### src/rtl/spi_sram_responder.sv
// SPI mode-0 slave decoding the 23LC512 command set onto an async-read RAM port.
// Latency: MOSI taken one clk after SCLK rises; write strobe one clk after the 8th rise.
// Backpressure: none; the SPI master paces everything, and CS high aborts at once.
module spi_sram_responder #(
  parameter int PAGE_BITS = 5
) (
  input  logic        clk,
  input  logic        reset,
  input  logic        spi_cs_n,
  input  logic        spi_sclk,
  input  logic        spi_mosi,
  output logic        spi_miso,
  output logic        spi_miso_oe,
  output logic [15:0] mem_addr,
  input  logic [7:0]  mem_rdata,
  output logic        mem_wr_en,
  output logic [7:0]  mem_wdata,
  output logic        cmd_err
);

  typedef enum logic [3:0] {
    IDLE, CMD, ADDR_HI, ADDR_LO, RD_DATA, WR_DATA, MODE_RD, MODE_WR, IGNORE
  } state_t;

  state_t      state, state_nx;
  logic        sclk_q;
  logic [2:0]  bit_idx;
  logic [6:0]  shreg;
  logic        is_write;
  logic [7:0]  addr_hi;
  logic [1:0]  mode;
  // Set once the single transfer allowed in byte mode (or a WRMR byte) is done.
  logic        frozen;

  logic        rise;
  logic        byte_done;
  logic [7:0]  byte_val;
  logic [7:0]  mode_byte;
  logic        load_addr;
  logic        rd_adv;
  logic        wr_fire;
  logic        err_fire;
  logic        mode_ld;
  logic        miso_bit;

  assign rise      = spi_sclk & ~sclk_q;
  // A byte only completes while selected, so a simultaneous CS release wins.
  assign byte_done = rise & ~spi_cs_n & (bit_idx == 3'd7);
  assign byte_val  = {shreg, spi_mosi};
  assign mode_byte = {mode, 6'b0};

  function automatic logic [15:0] next_addr(input logic [15:0] a, input logic [1:0] m);
    logic [15:0] inc;
    logic [15:0] res;
    inc = a + 16'd1;
    res = a;
    if (m == 2'b01) res = inc;
    else if (m == 2'b10) res = {a[15:PAGE_BITS], inc[PAGE_BITS-1:0]};
    return res;
  endfunction

  // Next-state decode plus the single-cycle action strobes.
  always_comb begin
    state_nx  = state;
    load_addr = 1'b0;
    rd_adv    = 1'b0;
    wr_fire   = 1'b0;
    err_fire  = 1'b0;
    mode_ld   = 1'b0;
    if (spi_cs_n) begin
      state_nx = IDLE;
    end else begin
      case (state)
        IDLE:    state_nx = CMD;
        CMD: if (byte_done) begin
          case (byte_val)
            8'h03, 8'h02: state_nx = ADDR_HI;
            8'h05:        state_nx = MODE_RD;
            8'h01:        state_nx = MODE_WR;
            default: begin
              state_nx = IGNORE;
              err_fire = 1'b1;
            end
          endcase
        end
        ADDR_HI: if (byte_done) state_nx = ADDR_LO;
        ADDR_LO: if (byte_done) begin
          state_nx  = is_write ? WR_DATA : RD_DATA;
          load_addr = 1'b1;
        end
        RD_DATA: if (byte_done && !frozen) rd_adv = 1'b1;
        WR_DATA: if (byte_done && !frozen) wr_fire = 1'b1;
        MODE_WR: if (byte_done && !frozen && byte_val[7:6] != 2'b11) mode_ld = 1'b1;
        default: ;
      endcase
    end
  end

  // State register and SCLK edge-detect delay.
  always_ff @(posedge clk) begin
    if (reset) begin
      state  <= IDLE;
      sclk_q <= 1'b0;
    end else begin
      state  <= state_nx;
      sclk_q <= spi_sclk;
    end
  end

  // Bit shifter, counter and per-transaction command context.
  always_ff @(posedge clk) begin
    if (reset) begin
      bit_idx  <= 3'd0;
      shreg    <= 7'd0;
      is_write <= 1'b0;
      addr_hi  <= 8'h00;
      frozen   <= 1'b0;
    end else begin
      if (spi_cs_n) begin
        bit_idx <= 3'd0;
      end else if (rise) begin
        bit_idx <= bit_idx + 3'd1;
        shreg   <= {shreg[5:0], spi_mosi};
      end
      if (state == CMD && byte_done) is_write <= (byte_val == 8'h02);
      if (state == ADDR_HI && byte_done) addr_hi <= byte_val;
      if (spi_cs_n || load_addr) frozen <= 1'b0;
      else if (byte_done && (state == MODE_WR ||
               ((state == RD_DATA || state == WR_DATA) && mode == 2'b00)))
        frozen <= 1'b1;
    end
  end

  // Memory port, mode register and error pulse. A write's address advances the
  // cycle after its strobe so mem_addr stays valid alongside mem_wr_en.
  always_ff @(posedge clk) begin
    if (reset) begin
      mem_addr  <= 16'h0000;
      mem_wr_en <= 1'b0;
      mem_wdata <= 8'h00;
      mode      <= 2'b01;
      cmd_err   <= 1'b0;
    end else begin
      mem_wr_en <= wr_fire;
      cmd_err   <= err_fire;
      if (wr_fire) mem_wdata <= byte_val;
      if (mode_ld) mode <= byte_val[7:6];
      if (load_addr) mem_addr <= {addr_hi, byte_val};
      else if (rd_adv || mem_wr_en) mem_addr <= next_addr(mem_addr, mode);
    end
  end

  // MISO source: RAM bit or mode register bit, forced low when not driving.
  always_comb begin
    miso_bit = 1'b0;
    case (state)
      RD_DATA: if (!frozen) miso_bit = mem_rdata[3'd7 - bit_idx];
      MODE_RD: miso_bit = mode_byte[3'd7 - bit_idx];
      default: ;
    endcase
  end

  assign spi_miso_oe = ~spi_cs_n & (state == RD_DATA || state == MODE_RD);
  assign spi_miso    = miso_bit & spi_miso_oe;

endmodule
### config.mk
export PLATFORM = sky130hd
export DESIGN_NAME = spi_sram_responder
export DESIGN_NICKNAME = d
export VERILOG_FILES = /design/src/rtl/spi_sram_responder.sv
export SDC_FILE = /design/constraint.sdc
export NUM_CORES = 1
export LEC_CHECK = 0
export ABC_AREA = 1
export BUFFER_PORTS_ARGS = -buffer_cell sky130_fd_sc_hd__buf_4
export CAP_MARGIN = 5
export CELL_PAD_IN_SITES_DETAIL_PLACEMENT = 1
export CELL_PAD_IN_SITES_GLOBAL_PLACEMENT = 1
export CORE_MARGIN = 2
export CORE_UTILIZATION = 40
export CTS_CLUSTER_SIZE = 14
export DETAILED_ROUTE_END_ITERATION = 6
export MAX_ROUTING_LAYER = met4
export PLACE_DENSITY = 0.82
export SETUP_SLACK_MARGIN = 0.02
export SLEW_MARGIN = 20
export SYNTH_ARGS = -nofsm -noshare
export SYNTH_HDL_FRONTEND = slang
export SYNTH_SLANG_ARGS = --single-unit
### constraint.sdc
create_clock -name clk -period 2.8 [get_ports clk]
set_input_delay 0.56 -clock clk [delete_from_list [all_inputs] [get_ports clk]]
set_output_delay 0.56 -clock clk [all_outputs]
set_load 0.1 [all_outputs]
==> impl_metrics.json <==
{
  "p_total_mw": 1.35,
  "cts_htree_levels": 2,
  "synthesis.area_um2": 2800,
  "end_kind": "output pin",
  "regArea_um2": 1060,
  "syn_area_per_cell_um2": 6.96,
  "async_reset_ff_share_pct": 0,
  "ctsResizeCount": 0,
  "syn2layout_area_growth_pct": 17.2,
  "drt_iter0_drc": 122,
  "synth_area_leaders": "dfxtp_1 38%, nand2_1 10%, a21oi_1 7.0%, nor2_1 6.7%, nand3_1 6.4%",
  "tns_ps": 0,
  "grt_pass1_vias": 2765,
  "critPathKind": "reg2out",
  "drive_above_1_share_pct": 18.7,
  "fp.dieH_um": 87.7,
  "gr-total-overflow": 0,
  "viasPerCell": 5.17,
  "setup_viol": 0,
  "r2r_slack_ps": 770,
  "antenna_found_initial": 0,
  "power-per-cell-area_nw_per_um2": 409,
  "rsz0062_at_grt": "false",
  "synthFlopType": "dfxtp_1",
  "port_buffers": 40,
  "slew-limit-headroom_pct": 66.9,
  "startpoint_type": "flop",
  "rows": 30,
  "critPathSlowestCell": "dfxtp_1",
  "required_ps": 2240,
  "clkSinkCount": 53,
  "clockBufferDepth": 2,
  "fill_cells": 892,
  "cts_buffers": 5,
  "skew_ps": 7.74,
  "n_antenna_cell": 0,
  "maxSlewViolCount": 0,
  "clock_latency_ps": 320,
  "ys_ff_latch": 53,
  "pin_count": 41,
  "cts_root_buf": "clkbuf_8",
  "start_util_pct": 41.3,
  "multiInputGateArea_um2": 1540,
  "hpwl_um": 6160,
  "finalInstanceArea_um2": 3290,
  "synth_top_area_cell": "dfxtp_1",
  "globalRouteTotalUtil_pct": 23.5,
  "drt_wl_total_um": 8080,
  "crit_family": "compound AO/OA/AOI/OAI gates",
  "synth_top_area_share_pct": 37.8,
  "fmaxAchievable_ghz": 0.415,
  "core_um2": 6790,
  "ys_types": 35,
  "nets": 458,
  "yosysMostFrequentCell": "nand2_1",
  "ir_worst_vdd_mv": 0.169,
  "reg2reg_to": "mem_addr[2]",
  "cts_hold_buf": 0,
  "maxCapViolCount": 0,
  "cp_cell_sequence": "inv_1, a211oi_1, o211ai_1, a21boi_4, buf_4",
  "synthesis.instances": 403,
  "grt_pass1_wl_um": 13700,
  "hp-class": "reg2reg",
  "worstMarginPinSlew_ps": 495,
  "cp.arrival_ps": 1850,
  "ant_nets": 0,
  "cts_setup_buffers": 0,
  "status": "completed",
  "hold_path_depth": 2,
  "syn_nets": 419,
  "fp.dieW_um": 87.7,
  "synth_edf_count": 0,
  "routedWlPerCell_um": 15.0,
  "die_area_um2": 7700,
  "timing.critical_path.buf_inv": 2,
  "dpl_cell_area_um2": 3190,
  "p_leak_nw": 1.35,
  "fin_crit_sh_pct": 86.1,
  "worstHoldEndpoint": "addr_hi[0]",
  "synthTopCellsByCount": "77 x nand2_1, 53 x dfxtp_1, 50 x nor2_1",
  "ys_seq_area_share_pct": 37.8,
  "path_clk_slew_ps": 100,
  "cts_tree": "done",
  "route.detailed.drc": 0,
  "grt_start_max_net_pins": 23,
  "reg2regPathDepth": 9,
  "dr.pass1.iters": 4,
  "gp_congestion": 0.839,
  "hold_viol": 0,
  "worst-path-max-fanout": 8,
  "yosysWarnings": 0,
  "min_from": "addr_hi[0]",
  "max_stage_delay_ps": 440,
  "r2r-start": "bit_idx[1]",
  "num_vias": 2784,
  "fin_crit_ps": 2410
}
==> logic make-up after synthesis <==
| group | count (synthesis) | share of synthesized area [%] |
|---|---|---|
| adders and majority gates | 3 | 1.34 |
| DFF | 53 | 37.8 |
| buffers and inverters | 52 | 7.90 |
| and+or+nand+nor | 198 | 33.4 |
| AOI/OAI and AO/OA | 92 | 17.9 |
| xor gates and xnor gates | 5 | 1.56 |
==> worst min-delay path: stages (launching register included) <==
cell and delay (ps):
dfxtp_1 310, inv_1 60, a21oi_1 60
==> state kept, by name (all words and copies together) (netlist names) <==
| register | cells |
|---|---|
| addr_hi | 8 |
| bit_idx | 3 |
| cmd_err | 1 |
| frozen | 1 |
| is_write | 1 |
| mem_addr | 16 |
| mem_wdata | 8 |
| mem_wr_en | 1 |
| mode | 2 |
| sclk_q | 1 |
| shreg | 7 |
| state | 4 |
==> layout make-up <==
type	instances	area share (%)
multi-input cells	298	46.9
flip-flops and latches	53	32.3
repair buffers	41	9.37
inverters	43	4.91
well taps	96	3.66
clock buffers	5	2.09
clock inverters	3	0.800
==> worst max path at each step <==
stage,startpoint,endpoint,cells past startpoint
after detailed placement,mem_rdata[3],spi_miso,8
after global placement,mem_rdata[3],spi_miso,8
after CTS,bit_idx[0],spi_miso,5
final,bit_idx[0],spi_miso,5
after floorplan,spi_cs_n,spi_miso,4
after global routing,bit_idx[0],spi_miso,5
==> layout by cell type (no fill, tap or decap), types with 2 or more instances in the layout <==
cell,synthesis,layout
inv_2,5,5
a21oi_1,39,39
nand2_1,77,77
nand2_2,6,6
a211oi_1,2,2
clkbuf_8,0,5
o211ai_1,4,4
o21bai_1,3,3
or2_2,2,2
nand4_1,6,6
o21ai_1,7,7
o21ai_0,32,32
nand2_4,2,2
ha_1,3,3
xor2_1,3,3
nor2_4,2,3
dfxtp_1,53,53
nand3_1,36,36
nand3_2,4,4
inv_1,38,38
xnor2_1,2,2
nor3_1,3,3
nor2_2,6,6
buf_4,1,41
clkinv_4,0,2
nor2_1,50,49
==> layer usage <==
metal	vias to the layer above	track usage [%]	share of wire (%)
met5	-	-	0
met4	0	6.43	1.6
met3	12	3.49	2.6
met2	37	37.6	47
met1	1331	31.1	49
li1	1404	-	-
==> report_power, final <==
part / switching, mW / total, mW / internal, mW
registers: 0.0145 / 0.778 / 0.763
clock network: 0.285 / 0.468 / 0.183
logic: 0.0651 / 0.0992 / 0.0342
==> metrics by stage <==
stage          util, %  instances  setup WS, ps  hold slack (ps)
5_1_grt           48.4        539           258              497
2_1_floorplan        -        403           252              430
4_1_cts           48.4        539           371              469
6_report          48.4        539           388              465
3_5_place_dp      47.0        531           697              453
3_3_place_gp      47.0        531           750              445
Power figures use the tool's default switching activity.
